`src/rtl/bcd_display_scanner_pkg.sv`:
```
// ============================================================================
// bcd_display_scanner_pkg : shared segment codes and scanner defaults
// Revision: 1.0
// ============================================================================
`default_nettype none

package bcd_display_scanner_pkg;

  localparam int unsigned C_REFRESH_DIV_DEFAULT = 50000;
  localparam int unsigned C_NUM_DIGITS          = 4;

  // Active-low {g,f,e,d,c,b,a}
  localparam logic [6:0] C_SEG_0     = 7'h40;
  localparam logic [6:0] C_SEG_1     = 7'h79;
  localparam logic [6:0] C_SEG_2     = 7'h24;
  localparam logic [6:0] C_SEG_3     = 7'h30;
  localparam logic [6:0] C_SEG_4     = 7'h19;
  localparam logic [6:0] C_SEG_5     = 7'h12;
  localparam logic [6:0] C_SEG_6     = 7'h02;
  localparam logic [6:0] C_SEG_7     = 7'h78;
  localparam logic [6:0] C_SEG_8     = 7'h00;
  localparam logic [6:0] C_SEG_9     = 7'h10;
  localparam logic [6:0] C_SEG_DASH  = 7'h3F;
  localparam logic [6:0] C_SEG_BLANK = 7'h7F;

endpackage

`default_nettype wire

```
`src/rtl/bcd_display_scanner_bcd_to_seg7.sv`:
```
// ============================================================================
// bcd_to_seg7 : combinational BCD to active-low 7-segment decode (dash if >9)
// Revision: 1.0
// ============================================================================
`default_nettype none

module bcd_to_seg7
  import bcd_display_scanner_pkg::*;
(
  input  logic [3:0] i_bcd,
  output logic [6:0] o_seg_n
);

  always_comb begin
    o_seg_n = C_SEG_DASH;
    case (i_bcd)
      4'd0:    o_seg_n = C_SEG_0;
      4'd1:    o_seg_n = C_SEG_1;
      4'd2:    o_seg_n = C_SEG_2;
      4'd3:    o_seg_n = C_SEG_3;
      4'd4:    o_seg_n = C_SEG_4;
      4'd5:    o_seg_n = C_SEG_5;
      4'd6:    o_seg_n = C_SEG_6;
      4'd7:    o_seg_n = C_SEG_7;
      4'd8:    o_seg_n = C_SEG_8;
      4'd9:    o_seg_n = C_SEG_9;
      default: o_seg_n = C_SEG_DASH;
    endcase
  end

endmodule

`default_nettype wire

```
`src/rtl/bcd_display_scanner.sv`:
```
// ============================================================================
// bcd_display_scanner : 4-digit multiplexed BCD display driver with shadow latch
// Revision: 1.0
// ============================================================================
`default_nettype none

module bcd_display_scanner
  import bcd_display_scanner_pkg::*;
#(
  parameter int unsigned REFRESH_DIV = C_REFRESH_DIV_DEFAULT
) (
  input  logic        clk,
  input  logic        reset,
  input  logic        enable,
  input  logic        latch,
  input  logic [15:0] bcd_in,
  input  logic [3:0]  dp_in,
  input  logic        blank_lz,
  output logic [6:0]  seg,
  output logic        dp,
  output logic [3:0]  an,
  output logic        invalid
);

  localparam int unsigned          C_PRESC_W    = (REFRESH_DIV > 1) ? $clog2(REFRESH_DIV) : 1;
  localparam logic [C_PRESC_W-1:0] C_PRESC_LAST = C_PRESC_W'(REFRESH_DIV - 1);

  logic [15:0]          shadow_q, shadow_d;
  logic [3:0]           shadow_dp_q, shadow_dp_d;
  logic [C_PRESC_W-1:0] presc_q, presc_d;
  logic [1:0]           digit_idx_q, digit_idx_d;
  logic [6:0]           seg_q, seg_d;
  logic [3:0]           an_q, an_d;
  logic                 dp_q, dp_d;
  logic                 invalid_q, invalid_d;

  logic [3:0]           w_nibble;
  logic [6:0]           w_seg_dec;
  logic [3:0]           w_gt9;
  logic [3:0]           w_lead_zero;
  logic                 w_wrap;

  for (genvar k = 0; k < 4; k++) begin : g_nibble
    assign w_gt9[k] = (shadow_q[4*k +: 4] > 4'd9);
  end

  // Bit k set when digit k and every higher digit are zero; digit 0 never blanks.
  assign w_lead_zero = {shadow_q[15:12] == 4'd0, shadow_q[15:8] == 8'd0,
                        shadow_q[15:4] == 12'd0, 1'b0};
  assign w_nibble    = shadow_q[{digit_idx_q, 2'b00} +: 4];
  assign w_wrap      = (presc_q == C_PRESC_LAST);

  bcd_to_seg7 u_dec (
    .i_bcd   (w_nibble),
    .o_seg_n (w_seg_dec)
  );

  always_comb begin
    shadow_d    = shadow_q;
    shadow_dp_d = shadow_dp_q;
    presc_d     = '0;
    digit_idx_d = '0;
    seg_d       = C_SEG_BLANK;
    an_d        = 4'hF;
    dp_d        = 1'b1;
    invalid_d   = |w_gt9;

    if (latch) begin
      shadow_d    = bcd_in;
      shadow_dp_d = dp_in;
    end

    if (enable) begin
      presc_d     = w_wrap ? '0 : presc_q + 1'b1;
      digit_idx_d = w_wrap ? digit_idx_q + 2'd1 : digit_idx_q;
      seg_d       = (blank_lz && w_lead_zero[digit_idx_q]) ? C_SEG_BLANK : w_seg_dec;
      an_d        = ~(4'b0001 << digit_idx_q);
      dp_d        = ~shadow_dp_q[digit_idx_q];
    end
  end

  always_ff @(posedge clk or posedge reset) begin
    if (reset) begin
      shadow_q    <= '0;
      shadow_dp_q <= '0;
      presc_q     <= '0;
      digit_idx_q <= '0;
      seg_q       <= C_SEG_BLANK;
      an_q        <= 4'hF;
      dp_q        <= 1'b1;
      invalid_q   <= 1'b0;
    end else begin
      shadow_q    <= shadow_d;
      shadow_dp_q <= shadow_dp_d;
      presc_q     <= presc_d;
      digit_idx_q <= digit_idx_d;
      seg_q       <= seg_d;
      an_q        <= an_d;
      dp_q        <= dp_d;
      invalid_q   <= invalid_d;
    end
  end

  assign seg     = seg_q;
  assign an      = an_q;
  assign dp      = dp_q;
  assign invalid = invalid_q;

endmodule

`default_nettype wire

```
`config.mk`:
```
export PLATFORM = sky130hd
export DESIGN_NAME = bcd_display_scanner
export DESIGN_NICKNAME = d
export VERILOG_FILES = /design/src/rtl/bcd_display_scanner_pkg.sv /design/src/rtl/bcd_display_scanner_bcd_to_seg7.sv /design/src/rtl/bcd_display_scanner.sv
export SDC_FILE = /design/constraint.sdc
export NUM_CORES = 1
export LEC_CHECK = 0
export BUFFER_PORTS_ARGS = -buffer_cell sky130_fd_sc_hd__buf_2
export CORE_ASPECT_RATIO = 0.8
export CORE_UTILIZATION = 55
export CTS_CLUSTER_DIAMETER = 100
export DETAILED_ROUTE_END_ITERATION = 8
export PLACE_DENSITY = 0.76
export SETUP_SLACK_MARGIN = 0.4
export SLEW_MARGIN = 20
export SYNTH_ARGS = -nofsm -noshare
export SYNTH_HDL_FRONTEND = slang
export SYNTH_SLANG_ARGS = --single-unit
```
`constraint.sdc`:
```
create_clock -name clk -period 2.2 [get_ports clk]
set_input_delay 0.33 -clock clk [delete_from_list [all_inputs] [get_ports clk]]
set_output_delay 0.33 -clock clk [all_outputs]
set_load 0.05 [all_outputs]
```
==> PnR_summary.wiki <==
{| class="wikitable"
! Metric !! Value
|-
| Outcome || finished, final reports clean
|-
| Final total negative setup slack || 0 ns
|-
| Critical path endpoint category || flop
|-
| Layout fillers || around 340
|-
| Power density over the cells || 703.7 nW/um^2
|-
| Wire length of the first global-routing pass || roughly 7.6 mm
|-
| Total overflow reported by the global router || 0
|-
| Number of instances in the placed design || between 200 and 300
|-
| Standard-cell row count || 21
|-
| Count of H-tree levels built during CTS || 2
|-
| Number of global-route vias before repair || roughly 1.6k
|-
| Maximum number of pins on one net before global-route repair || 34
|-
| Crit path DAT || approximately 2 ns
|-
| FF+latch count, synth || about 50
|-
| Clock Sinks || a little over 50
|-
| Reg-to-reg startpoint || shadow_q[5]$_DFFE_PP0P_
|-
| Count of port buffers added during placement || 37
|-
| Worst-path clk slew || 0.09 ns
|-
| Clock tree from TritonCTS || built
|-
| Die area || around 4800 um^2
|-
| Post-detailed-route wirelength per cell || approximately 15 um
|-
| Synth-to-layout area growth || 17.72%
|-
| Relative slew slack || 0.5285
|-
| Routed met1 length || around 2.3 mm
|-
| # nets final || between 200 and 300
|-
| GRT Total Usage || 0.2132
|-
| Via count of the routed design || 1676
|-
| Max Cap Viol || 0
|-
| Count of placed standard cells in the final layout, fillers left out || roughly 310
|-
| Family with the most delay on the worst path || multiplexers
|-
| Yosys cell types || 41
|-
| DIE WIDTH || slightly below 80 um
|-
| Number of buffers added by the clock tree synthesis step || 5
|-
| Final count of negative-setup-slack endpoints || 0
|-
| Class of the tightest hold or removal check || input port to async pin
|-
| Worst setup endpoint || seg[4]$_DFF_PP1_
|-
| Syn Std Cell Area || roughly 2500 um^2
|-
| Initial DRC Count || 73
|-
| Effective utilization at floorplan || 0.5827
|-
| Worst-Margin Slew || 0.7062 ns
|-
| Critical path's slowest cell || sky130_fd_sc_hd__mux4_2
|-
| Fmax || roughly 0.56 GHz
|-
| Final slew viol count || 0
|-
| Max FO, Critical Path || 4
|-
| Register-to-Register Path Depth || 7
|-
| Worst R2R End || seg[4]$_DFF_PP1_
|-
| Total routed wirelength || 4.607 mm
|-
| Met2 wire len || slightly above 2 mm
|-
| Fin Clk Skew || slightly above 0.006 ns
|-
| DR pass1 iterations || 4
|-
| Clock root buffer || sky130_fd_sc_hd__clkbuf_8
|-
| Fraction of final layout cells sized beyond drive strength 1 || 0.4113
|-
| Initial antenna violation count || 0
|-
| First element of the critical path || shadow_q[5]$_DFFE_PP0P_
|-
| Reg-to-reg slack, setup || between 0.4 and 0.5 ns
|-
| Routed Antenna Nets || 0
|-
| Number of ports placed on the die boundary || 38
|-
| Pre-CTS setup slack || 0.2924 ns
|-
| Detailed Place HPWL || 3.343 mm
|-
| Required time of the critical path || roughly 2.4 ns
|-
| EDFF count, synth || 0
|-
| Fin crit period || 1.783 ns
|-
| Kind of critical path || flop to flop
|-
| Diodes inserted || 0
|-
| Clock latency on the worst-skew pair || around 0.31 ns
|-
| Post-synthesis async set-or-reset flop share || 1.000
|-
| Warnings, synthesis || 0
|-
| Cell count after synthesis || 205
|-
| Die outline height || 61.88 um
|-
| Routability-driven placement congestion ratio || 0.8106
|-
| Final critical-path setup slack || between 0.4 and 0.5 ns
|-
| Delay of the slowest cell on the worst path || around 0.55 ns
|-
| Highest layer used for signal routing || met4
|-
| Nets in the synthesized netlist || 240
|-
| Routed met3 length || ~240 um
|-
| Synth Flop Type || sky130_fd_sc_hd__dfrtp_1
|-
| Kind of start point of the critical path || flop
|-
| Total power consumption of the routed design || around 2.0 mW
|-
| Worst VDD drop || about 500 uV
|-
| Final period util || 0.8106
|-
| Core region area || 4230 um^2
|-
| Number of buffers and inverters on the critical path || 2
|-
| Leakage dissipation || ~1.2 nW
|-
| Remaining DRCs || 0
|-
| Avg Vias per Cell || about 5.5
|-
| RSZ-0062 raised after global routing || yes
|-
| Number of cells on the critical path || 7
|-
| Syn Area/Cell || approximately 12 um^2
|-
| Hold Vio Cnt, Final || 0
|-
| Buffer levels on the longest clock path || 2
|-
| Worst path cell trace || mux4_2, inv_4, ha_4, inv_2, mux2_4, o2bb2ai_4, nand3_1
|-
| Sequential-to-total area share from yosys stat || 0.5239
|}
==> layout make-up <==
type	instances	area (um^2)	area share
flip-flops and latches	51	1292	0.4455
multi-input cells	138	1137	0.3920
repair buffers	44	254.0	0.08754
clock buffers	6	82.58	0.02846
well taps	57	71.32	0.02458
clock inverters	2	35.03	0.01207
inverters	7	28.78	0.009918
==> flip-flops by register name, indices dropped and copies added (netlist names) <==
| name | cells |
|---|---|
| presc_q | 16 |
| shadow_q | 16 |
| seg | 7 |
| an | 4 |
| shadow_dp_q | 4 |
| digit_idx_q | 2 |
| dp | 1 |
| invalid | 1 |
==> metrics by stage <==
step	utilization	hold WS (ns)	instance area (um^2)
2_1_floorplan	-	0.4135	2491
3_3_place_gp	0.6463	0.4673	2734
3_5_place_dp	0.6463	0.4769	2734
4_1_cts	0.6797	0.1541	2875
5_1_grt	0.6859	0.1840	2902
6_report	0.6859	0.1330	2902
==> Yosys cell counts, drive strengths merged (5+ instances only) <==
cell type	count	area [um^2]
nand4	9	56.30
dfrtp	39	975.9
nand2	10	37.54
dfstp	12	315.3
nand3	9	50.05
ha	10	125.1
buf	6	41.28
nor2	16	60.06
o21ai	9	45.04
mux2	22	251.5
mux4	5	112.6
xnor2	7	61.31
inv	7	26.28
xor2	6	52.55
==> power breakdown <==
part	switching (mW)	internal, mW
Clock	0.301	0.368
Combinational	0.189	0.132
Sequential	0.0425	1.01
Total	0.532	1.51
==> worst min-delay path by stage <==
stage / from / endpoint / slack, ns / depth (start not counted)
after floorplan: enable / seg[6]$_DFF_PP1_ / 0.41 / 1
after global placement: presc_q[0]$_DFF_PP0_ / presc_q[0]$_DFF_PP0_ / 0.47 / 1
after detailed placement: presc_q[0]$_DFF_PP0_ / presc_q[0]$_DFF_PP0_ / 0.48 / 1
after CTS: reset / shadow_q[12]$_DFFE_PP0P_ / 0.15 / 2
after global routing: reset / shadow_q[0]$_DFFE_PP0P_ / 0.18 / 2
final: reset / shadow_q[12]$_DFFE_PP0P_ / 0.13 / 2
==> worst reg2reg max path: cells and delay by family, from the launching register on <==
kind            cells  cell delay (ns)
mux                 2             0.81
compound gates      1             0.10
simple gates        1             0.08
flops               1             0.45
buf+inv             2             0.13
fa+ha+maj           1             0.13
==> layout by cell type (no fill, tap or decap), types with 4 or more instances in the layout <==
| cell type | Yosys | final |
|---|---|---|
| sky130_fd_sc_hd__xnor2_1 | 7 | 7 |
| sky130_fd_sc_hd__mux2_2 | 20 | 20 |
| sky130_fd_sc_hd__buf_2 | 3 | 37 |
| sky130_fd_sc_hd__buf_4 | 2 | 5 |
| sky130_fd_sc_hd__nor4_1 | 4 | 4 |
| sky130_fd_sc_hd__nand3_1 | 8 | 8 |
| sky130_fd_sc_hd__ha_1 | 10 | 7 |
| sky130_fd_sc_hd__o21ai_0 | 6 | 6 |
| sky130_fd_sc_hd__a21oi_1 | 4 | 4 |
| sky130_fd_sc_hd__dfrtp_1 | 39 | 38 |
| sky130_fd_sc_hd__nor2_1 | 16 | 16 |
| sky130_fd_sc_hd__nand2_1 | 10 | 9 |
| sky130_fd_sc_hd__clkbuf_8 | 0 | 6 |
| sky130_fd_sc_hd__xor2_1 | 6 | 6 |
| sky130_fd_sc_hd__and3_1 | 4 | 4 |
| sky130_fd_sc_hd__mux4_2 | 5 | 5 |
| sky130_fd_sc_hd__dfstp_2 | 12 | 12 |
| sky130_fd_sc_hd__nand4_1 | 9 | 9 |
==> logic make-up (layout without fill, tap and decap cells) <==
logic type	Yosys count	count (layout)	synth area share
AND/OR/NAND/NOR	66	66	0.1426
flip-flops	51	51	0.5239
multiplexers	29	29	0.1558
AO/OA/AOI/OAI	20	20	0.04873
buffers and inverters	16	59	0.03198
XOR/XNOR	13	13	0.04619
adder cells (fa/ha/maj)	10	10	0.05076
==> repair_timing <==
| item | CTS | global route |
|---|---|---|
| gates resized for setup | 1 | 6 |
| buffers inserted | 3 | 0 |
| endpoints found under the setup margin | 4 | 18 |
| hold buffers | 0 | 0 |
| pin swaps | 0 | 2 |
==> per-layer routing <==
layer | global-route usage | up-vias
met4 | 0.06593 | 0
li1 | - | 808
met1 | 0.3203 | 819
met2 | 0.3099 | 47
met3 | 0.04818 | 2
met5 | 0 | -
(Power assumes the default switching activity.)
